--- src/rtl/ctrl_pkg.sv ---
// Shared types and encodings for the MIPS control pipeline.
package ctrl_pkg;

  // Decoder bundle, MSB first, in the order the decoder packs it.
  typedef struct packed {
    logic       regdst;
    logic       regwrite;
    logic       alusrc;
    logic       branch;
    logic       memread;
    logic       memwrite;
    logic       memtoreg;
    logic       jump;
    logic [3:0] aluop;
  } ctrl_t;

  // ID/EX control: the bundle minus Jump, which is fully consumed in ID.
  typedef struct packed {
    logic       regdst;
    logic       regwrite;
    logic       alusrc;
    logic       branch;
    logic       memread;
    logic       memwrite;
    logic       memtoreg;
    logic [3:0] aluop;
  } ex_ctrl_t;

  localparam logic [3:0] ALU_BEQ   = 4'b0001;
  localparam logic [3:0] ALU_RTYPE = 4'b0010;
  localparam logic [3:0] ALU_BNE   = 4'b0011;
  localparam logic [3:0] ALU_ADD   = 4'b0100;
  localparam logic [3:0] ALU_AND   = 4'b0101;
  localparam logic [3:0] ALU_ADDU  = 4'b0110;
  localparam logic [3:0] ALU_SLT   = 4'b0111;
  localparam logic [3:0] ALU_OR    = 4'b1000;

  typedef enum logic [1:0] {
    FWD_REG = 2'b00,
    FWD_WB  = 2'b01,
    FWD_MEM = 2'b10
  } fwd_e;

  localparam ctrl_t    BUBBLE    = '0;
  localparam ex_ctrl_t EX_BUBBLE = '0;

  function automatic ex_ctrl_t to_ex(input ctrl_t c);
    return ex_ctrl_t'({c.regdst, c.regwrite, c.alusrc, c.branch,
                       c.memread, c.memwrite, c.memtoreg, c.aluop});
  endfunction

endpackage

--- src/rtl/ctrl_pipeline_hazard.sv ---
// Combinational load-use detection and EX operand forwarding selects.
module hazard_unit
  import ctrl_pkg::*;
#(
  parameter int REG_W = 5
) (
  input  logic             ex_memread,
  input  logic [REG_W-1:0] ex_wreg,
  input  logic [REG_W-1:0] ex_rs,
  input  logic [REG_W-1:0] ex_rt,
  input  logic [REG_W-1:0] id_rs,
  input  logic [REG_W-1:0] id_rt,
  input  logic             mem_regwrite,
  input  logic [REG_W-1:0] mem_wreg,
  input  logic             wb_regwrite,
  input  logic [REG_W-1:0] wb_wreg,
  output logic             load_use,
  output logic [1:0]       fwd_a,
  output logic [1:0]       fwd_b
);

  // MEM result is younger than WB result, so it wins when both match.
  function automatic fwd_e pick(input logic [REG_W-1:0] src,
                                input logic mrw, input logic [REG_W-1:0] mw,
                                input logic wrw, input logic [REG_W-1:0] ww);
    if (mrw && (mw != '0) && (mw == src))
      return FWD_MEM;
    else if (wrw && (ww != '0) && (ww == src))
      return FWD_WB;
    else
      return FWD_REG;
  endfunction

  // rt is compared even for I-type consumers: conservative by design.
  always_comb begin
    load_use = ex_memread && (ex_wreg != '0) &&
               ((ex_wreg == id_rs) || (ex_wreg == id_rt));
    fwd_a    = pick(ex_rs, mem_regwrite, mem_wreg, wb_regwrite, wb_wreg);
    fwd_b    = pick(ex_rt, mem_regwrite, mem_wreg, wb_regwrite, wb_wreg);
  end

endmodule

--- src/rtl/ctrl_pipeline.sv ---
// ID/EX, EX/MEM and MEM/WB control registers with hazard and squash control.
module ctrl_pipeline
  import ctrl_pkg::*;
#(
  parameter int REG_W = 5
) (
  input  logic             clk,
  input  logic             rst_n,
  input  logic [11:0]      id_ctrl,
  input  logic [REG_W-1:0] id_rs,
  input  logic [REG_W-1:0] id_rt,
  input  logic [REG_W-1:0] id_rd,
  input  logic             ex_branch_taken,
  output logic             stall,
  output logic             flush_ifid,
  output logic             ex_alusrc,
  output logic             ex_branch,
  output logic [3:0]       ex_aluop,
  output logic [REG_W-1:0] ex_wreg,
  output logic [1:0]       fwd_a,
  output logic [1:0]       fwd_b,
  output logic             mem_memread,
  output logic             mem_memwrite,
  output logic             wb_regwrite,
  output logic             wb_memtoreg,
  output logic [REG_W-1:0] wb_wreg
);

  ctrl_t            id_bundle;
  ex_ctrl_t         idex_ctrl;
  logic [REG_W-1:0] idex_rs, idex_rt, idex_rd;

  logic             exmem_regwrite, exmem_memread, exmem_memwrite, exmem_memtoreg;
  logic [REG_W-1:0] exmem_wreg;

  logic             memwb_regwrite, memwb_memtoreg;
  logic [REG_W-1:0] memwb_wreg;

  logic             load_use, squash;

  assign id_bundle = ctrl_t'(id_ctrl);
  assign ex_wreg   = idex_ctrl.regdst ? idex_rd : idex_rt;

  hazard_unit #(.REG_W(REG_W)) u_hazard (
    .ex_memread   (idex_ctrl.memread),
    .ex_wreg      (ex_wreg),
    .ex_rs        (idex_rs),
    .ex_rt        (idex_rt),
    .id_rs        (id_rs),
    .id_rt        (id_rt),
    .mem_regwrite (exmem_regwrite),
    .mem_wreg     (exmem_wreg),
    .wb_regwrite  (memwb_regwrite),
    .wb_wreg      (memwb_wreg),
    .load_use     (load_use),
    .fwd_a        (fwd_a),
    .fwd_b        (fwd_b)
  );

  // A taken branch overrides the load-use stall; both insert an EX bubble.
  always_comb begin
    stall      = load_use && !ex_branch_taken;
    flush_ifid = ex_branch_taken || (id_bundle.jump && !load_use);
    squash     = load_use || ex_branch_taken;
  end

  // ID/EX: capture the decoded instruction, or a bubble on stall/branch.
  always_ff @(posedge clk or negedge rst_n) begin
    if (!rst_n) begin
      idex_ctrl <= EX_BUBBLE;
      idex_rs   <= '0;
      idex_rt   <= '0;
      idex_rd   <= '0;
    end else if (squash) begin
      idex_ctrl <= EX_BUBBLE;
      idex_rs   <= '0;
      idex_rt   <= '0;
      idex_rd   <= '0;
    end else begin
      idex_ctrl <= to_ex(id_bundle);
      idex_rs   <= id_rs;
      idex_rt   <= id_rt;
      idex_rd   <= id_rd;
    end
  end

  // EX/MEM: always advances, carrying the resolved destination register.
  always_ff @(posedge clk or negedge rst_n) begin
    if (!rst_n) begin
      exmem_regwrite <= 1'b0;
      exmem_memread  <= 1'b0;
      exmem_memwrite <= 1'b0;
      exmem_memtoreg <= 1'b0;
      exmem_wreg     <= '0;
    end else begin
      exmem_regwrite <= idex_ctrl.regwrite;
      exmem_memread  <= idex_ctrl.memread;
      exmem_memwrite <= idex_ctrl.memwrite;
      exmem_memtoreg <= idex_ctrl.memtoreg;
      exmem_wreg     <= ex_wreg;
    end
  end

  // MEM/WB: always advances.
  always_ff @(posedge clk or negedge rst_n) begin
    if (!rst_n) begin
      memwb_regwrite <= 1'b0;
      memwb_memtoreg <= 1'b0;
      memwb_wreg     <= '0;
    end else begin
      memwb_regwrite <= exmem_regwrite;
      memwb_memtoreg <= exmem_memtoreg;
      memwb_wreg     <= exmem_wreg;
    end
  end

  assign ex_alusrc    = idex_ctrl.alusrc;
  assign ex_branch    = idex_ctrl.branch;
  assign ex_aluop     = idex_ctrl.aluop;
  assign mem_memread  = exmem_memread;
  assign mem_memwrite = exmem_memwrite;
  assign wb_regwrite  = memwb_regwrite;
  assign wb_memtoreg  = memwb_memtoreg;
  assign wb_wreg      = memwb_wreg;

endmodule

--- config.mk ---
export PLATFORM = sky130hd
export DESIGN_NAME = ctrl_pipeline
export DESIGN_NICKNAME = d
export VERILOG_FILES = /design/src/rtl/ctrl_pkg.sv /design/src/rtl/ctrl_pipeline_hazard.sv /design/src/rtl/ctrl_pipeline.sv
export SDC_FILE = /design/constraint.sdc
export NUM_CORES = 1
export LEC_CHECK = 0
export CORE_ASPECT_RATIO = 0.5
export CORE_MARGIN = 1
export CORE_UTILIZATION = 41
export DETAILED_ROUTE_END_ITERATION = 8
export PLACE_DENSITY = 0.79
export SYNTH_ARGS = -nofsm -noshare
export SYNTH_HDL_FRONTEND = slang
export SYNTH_SLANG_ARGS = --single-unit
--- constraint.sdc ---
create_clock -name clk -period 1.79 [get_ports clk]
set_input_delay 0.179 -clock clk [delete_from_list [all_inputs] [get_ports clk]]
set_output_delay 0.179 -clock clk [all_outputs]
set_load 0.005 [all_outputs]
### Word-level counts from Yosys, hierarchy flattened

Cells that the tools add are included.

| cells by class | value |
|---|---|
| $add $sub $neg | 0 |
| multiply operators | 0 |
| div/mod/pow operators | 0 |
| magnitude comparators | 0 |
| equality and inequality tests | 6 |
| shifts and indexed selects | 0 |
| mux-type cells | 9 |
| bitwise gates (word level) | 0 |
| reductions and logical operators | 18 |

Operators by type and width:

| kind | number |
|---|---|
| $eq 5x5->1 | 6 |
| $mux 5 | 4 |
| $reduce_bool 5->1 | 3 |
| $mux 11 | 1 |
| $logic_and 1x1->1 | 10 |
| $mux 2 | 2 |
| $logic_or 1x1->1 | 3 |
| $logic_not 1->1 | 2 |
| $mux 1 | 2 |

| word-level totals | value |
|---|---|
| register bits after elaboration | 42 |
| bits in latches | 0 |
| memory bits (writable) | 0 |
| memory bits (read-only) | 0 |
| input port bits | 30 |
| output and inout port bits | 26 |
| logic and storage cells | 52 |
| memories | 0 |

### Longest topological paths before layout

| logic depth | value |
|---|---|
| depth in word-level cells | 7 |
| gate-level depth with buffers | 8 |
| depth with buffers taken out | 6 |

### By module

From an unflattened synthesis, not the netlist that was laid out.

| unflattened totals | value |
|---|---|
| cells, all modules | 132 |
| area, all modules | 1760.4 um^2 |

Modules (own cells, without submodules):

| module | times used | cells each | area each (um^2) | sequential area each (um^2) |
|---|---|---|---|---|
| ctrl_pipeline | 1 | 83 | 1368.8 | 1051.0 |
| hazard_unit | 1 | 49 | 391.6 | 0.0 |

### Least setup slack after synthesis

No wires, ideal clock.

| timing | value |
|---|---|
| path type | register to output |
| start | register idex_ctrl[10] (netlist bit) |
| end | output port flush_ifid |
| arrival time | 1.708 ns |
| required time | 1.611 ns |
| slack | -0.097 ns |
| cell stages (with the launch flop) | 9 |
| buffers on the path | 2 |
| path through | dfrtp_1 > buf_4 > mux2_4 > xor2_1 > nor3_1 > nand3_1 > a21oi_4 > buf_6 > o21bai_1 |

| between the ends | value |
|---|---|
| cells in the longest elaborated chain, start to end | 7 |
| elaborated cells between the ends (all ways) | 10 |
| those cells by class | eq/ne (2); mux (1); reduce/logical (7) |

Ends and longest elaborated chain:

| what | line | RTL |
|---|---|---|
| start: declaration | ctrl_pipeline.sv:30 | `ex_ctrl_t idex_ctrl;` |
| start signal: assignment | ctrl_pipeline.sv:80 | `idex_ctrl <= to_ex(id_bundle);` |
| $mux 5 (*) | ctrl_pipeline.sv:42 | `assign ex_wreg = idex_ctrl.regdst ? idex_rd : idex_rt;` |
| net ex_wreg[3] | ctrl_pipeline.sv:19 | `output logic [REG_W-1:0] ex_wreg,` |
| $eq 5x5->1 / $reduce_bool 5->1 (equally long branches) | ctrl_pipeline_hazard.sv:37, ctrl_pipeline_hazard.sv:36 |  |
| $logic_or 1x1->1 / $logic_and 1x1->1 (equally long branches) | ctrl_pipeline_hazard.sv:37, ctrl_pipeline_hazard.sv:36 |  |
| $logic_and 1x1->1 (*) | ctrl_pipeline_hazard.sv:36 | `load_use = ex_memread && (ex_wreg != '0) &&` |
| $logic_not 1->1 (*) | ctrl_pipeline.sv:63 | `flush_ifid = ex_branch_taken \|\| (id_bundle.jump && !load_use);` |
| $logic_and 1x1->1 (*) | ctrl_pipeline.sv:63 |  |
| $logic_or 1x1->1 (*) | ctrl_pipeline.sv:63 |  |
| end: declaration | ctrl_pipeline.sv:15 | `output logic flush_ifid,` |

The timed path passes the listed nets; every way through them passes the cells marked *.

### Worst setup path after layout

| timing | value |
|---|---|
| start | register idex_ctrl[10] (netlist bit) |
| end | output port stall |

| between the ends | value |
|---|---|
| cells in the longest elaborated chain, start to end | 5 |
| elaborated cells between the ends (all ways) | 8 |
| those cells by class | eq/ne (2); mux (1); reduce/logical (5) |

Ends and longest elaborated chain:

| what | line | RTL |
|---|---|---|
| $mux 5 (*) | ctrl_pipeline.sv:42 |  |
| $eq 5x5->1 / $reduce_bool 5->1 (equally long branches) | ctrl_pipeline_hazard.sv:37, ctrl_pipeline_hazard.sv:36 |  |
| $logic_or 1x1->1 / $logic_and 1x1->1 (equally long branches) | ctrl_pipeline_hazard.sv:37, ctrl_pipeline_hazard.sv:36 |  |
| $logic_and 1x1->1 (*) | ctrl_pipeline_hazard.sv:36 |  |
| $logic_and 1x1->1 (*) | ctrl_pipeline.sv:62 | `stall = load_use && !ex_branch_taken;` |
| end: declaration | ctrl_pipeline.sv:14 | `output logic stall,` |

Every way passes the cells marked *; elsewhere a longest branch is shown, timed or not.

==> results.py <==
metrics = {
    "grt": {
        "grt_usage_pct": 21.7,
        "grt_max_degree": 43,
        "overflow": 0,
        "grt_pass1_vias": 1515,
        "antenna_found_initial": 0,
        "grt_pass1_wl_mm": 7.33,
    },
    "timing": {
        "setup_tns_ps": -9660,
        "slew_violations": 0,
        "rsz0062_at_grt": "true",
        "fmax_mhz": 431,
        "fin_crit_sh_pct": 130,
        "max-slew-margin-rel_pct": 65.2,
        "skew_ps": 5.14,
        "finalSetupViolCount": 32,
        "min_period_ps": 2320,
        "fin_ws_ps": -531,
        "finalHoldViolations": 0,
        "worstMarginPinSlew_ps": 521,
    },
    "outcome": {
        "outcome": "finished, violations left",
        "violations": "negative setup slack",
    },
    "clocking": {
        "clk_pin_slew_ps": 80,
        "cts-root-buf": "clkbuf_8",
        "clockBufferDepth": 2,
        "cts_tree": "yes",
        "cts_buffers": 5,
        "htree_levels": 2,
        "cts.sinks": 42,
        "worstSkewPairLatency_ps": 290,
    },
    "cells_and_area": {
        "fin_util_pct": 75.3,
        "diodes": 0,
        "num-fill-cells": 259,
        "area_growth_pct": 68.9,
        "final_layout_size_suffix_gt1_share_pct": 40.9,
        "fin_nets": 266,
    },
    "worst_hold_path": {
        "whs_endpoint": "exmem_regwrite",
        "holdCritStartpoint": "idex_ctrl[9]",
        "hold_depth": 0,
        "hold_path_class": "flip-flop to flip-flop",
    },
    "placement": {
        "hpwl_mm": 3.09,
        "gp_congestion": 0.818,
        "numPortBuffers": 55,
    },
    "floorplanning": {
        "initial_core_util_pct": 44.6,
        "dieArea_sq_um": 4730,
        "io_pins": 56,
        "rows": 16,
        "core_sq_um": 4080,
        "die_w_um": 96.2,
        "die_h_um": 49.1,
    },
    "critical_path": {
        "critical_path.max_stage_delay_ps": 410,
        "cp_slowest_cell": "dfrtp_1",
        "cp_cell_sequence": "buf_12, buf_6, mux2i_1, buf_4, xor2_1, nand3_1, a21oi_4, buf_6, nor2b_4, buf_2",
        "end_kind": "output port",
        "crit_type": "flip-flop to output port",
        "rrSetupSlack_ps": -430,
        "crit_top_cell": "buf_6",
        "crit_path_start_kind": "flip-flop",
        "r2r-start": "idex_ctrl[10]",
        "cp.required_ps": 1610,
        "critPathMaxFanout": 5,
        "worst_ep_arrival_time_ps": 2140,
        "rr_worst_depth": 12,
        "r2r_end": "idex_rt[4]",
    },
    "detailed_routing": {
        "ant_nets": 0,
        "viasPerCell": 4.84,
        "drt_iter0_drc": 31,
        "vias": 1409,
        "drt-total-wl_mm": 4.74,
        "post-route-drc-count": 0,
        "dr.pass1.iters": 4,
        "routedWlPerCell_um": 16.3,
    },
    "logic_synthesis": {
        "seq_area_frac_synth_pct": 57.7,
        "yosys_warnings": 0,
        "yosysUniqueCellTypes": 23,
        "syn_area_sq_um": 1820,
        "async_reset_ff_share_pct": 100,
        "ys_ff_latch": 42,
        "syn_nets": 169,
        "synth_edf_count": 0,
        "avgSynthCellArea_sq_um": 13.1,
        "ys_dominant_reg_cell": "dfrtp_1",
        "syn_inst": 139,
    },
    "power": {
        "cellLeakagePower_nw": 1.41,
        "ir_drop_uv": 465,
        "p_per_area_nw_per_um2": 723,
    },
    "run": {
        "maxCapViolCount": 0,
    },
}
-- logic make-up after synthesis --
family | count (synthesis) | synth area share, %
simple gates | 42 | 16.4
xor+xnor | 30 | 14.4
flops | 42 | 57.7
buf+inv | 15 | 4.95
mux | 5 | 4.40
compound gates | 5 | 2.13
-- metal layers --
layer / up-vias / part of all wire, % / track usage, % / wire, um
li1: 660 / - / - / -
met1: 702 / 42 / 25.4 / 1980
met2: 40 / 53 / 38.9 / 2520
met3: 7 / 4.1 / 5.92 / 195
met4: 0 / 0.97 / 6.22 / 46
met5: - / 0 / 0 / 0
-- worst max-delay path, delay by kind of cell (launching register included) --
kind | cells | cell delay, ps
AND/OR/NAND/NOR | 2 | 250
multiplexers | 1 | 170
flip-flops | 1 | 410
buffers and inverters | 5 | 660
AO/OA/AOI/OAI | 1 | 180
XOR/XNOR | 1 | 170
-- how the worst max path moves through the flow --
stage,start,endpoint,cells after the start
after global placement,idex_ctrl[10],stall,8
after CTS,idex_ctrl[10],stall,9
after detailed placement,idex_ctrl[10],stall,8
final,idex_ctrl[10],stall,10
after global routing,idex_ctrl[10],stall,10
after floorplan,idex_ctrl[10],flush_ifid,8
-- synthesized netlist by cell type, types with 2 or more instances --
cell type / instances / share of area [%]
buf_4: 5 / 2.1
buf_6: 2 / 1.2
clkbuf_1: 2 / 0.41
dfrtp_1: 42 / 58
inv_1: 5 / 1.0
mux2i_1: 2 / 1.1
mux2i_4: 2 / 2.5
nand3_1: 4 / 1.1
nor3b_1: 26 / 11
nor4_1: 4 / 1.4
o21ai_0: 2 / 0.55
or4_1: 4 / 1.6
xnor2_1: 10 / 4.8
xor2_1: 20 / 9.6
-- power breakdown --
group / switching [mW] / leakage, nW / internal [mW]
Clock: 0.314 / 0.0575 / 0.389
Combinational: 0.188 / 0.814 / 0.286
Sequential: 0.0406 / 0.542 / 1.00
-- sequential cells by signal (all words and copies together) (netlist names) --
signal          count
ex_aluop            4
ex_alusrc           1
ex_branch           1
exmem_memtoreg      1
exmem_regwrite      1
exmem_wreg          5
idex_ctrl           5
idex_rd             5
idex_rs             5
idex_rt             5
mem_memread         1
mem_memwrite        1
wb_memtoreg         1
wb_regwrite         1
wb_wreg             5
-- timing repair --
action	4_1_cts	5_1_grt
setup buffers	7	1
endpoints found under the setup margin	37	34
endpoints found under the hold margin	42	0
resized for setup	57	20
pin swaps	12	10
hold buffers	1	0
gates cloned	2	0
-- metrics by stage --
step           hold slack [ps]  cell area (sq um)  cells  total power [mW]  setup WS [ps]
3_3_place_gp               261               2690    272              1.46           -454
3_5_place_dp               267               2690    272              1.47           -498
2_1_floorplan             -117               1880    139              1.23          -83.7
4_1_cts                    353               2970    290              2.20           -569
5_1_grt                    365               3070    291              2.31           -673
6_report                   352               3070    291              2.22           -531
-- area by class of cell --
| class | count | area, sq um | share of cell area [%] |
|---|---|---|---|
| clock buffers | 8 | 110 | 3.58 |
| inverters | 5 | 18.8 | 0.611 |
| repair buffers | 100 | 947 | 30.8 |
| well taps | 54 | 67.6 | 2.20 |
| flip-flops and latches | 42 | 1050 | 34.2 |
| multi-input cells | 82 | 880 | 28.6 |
-- cell usage in the layout (no fill, tap or decap), types with 2 or more instances in the layout --
cell | synthesis | final
dfrtp_1 | 42 | 42
nor3b_2 | 0 | 22
buf_2 | 0 | 5
clkdlybuf4s50_1 | 0 | 43
buf_12 | 0 | 2
nand3_1 | 4 | 3
xnor2_1 | 10 | 10
buf_4 | 5 | 31
or4_4 | 0 | 2
xor2_1 | 20 | 20
mux2i_1 | 2 | 2
mux2i_4 | 2 | 2
clkdlybuf4s15_1 | 0 | 2
or4_1 | 4 | 2
buf_6 | 2 | 12
nor4_1 | 4 | 2
inv_1 | 5 | 5
clkbuf_8 | 0 | 8
nor3b_4 | 0 | 3
dlygate4sd2_1 | 0 | 3
No activity file was read; power rests on OpenSTA's default activity.
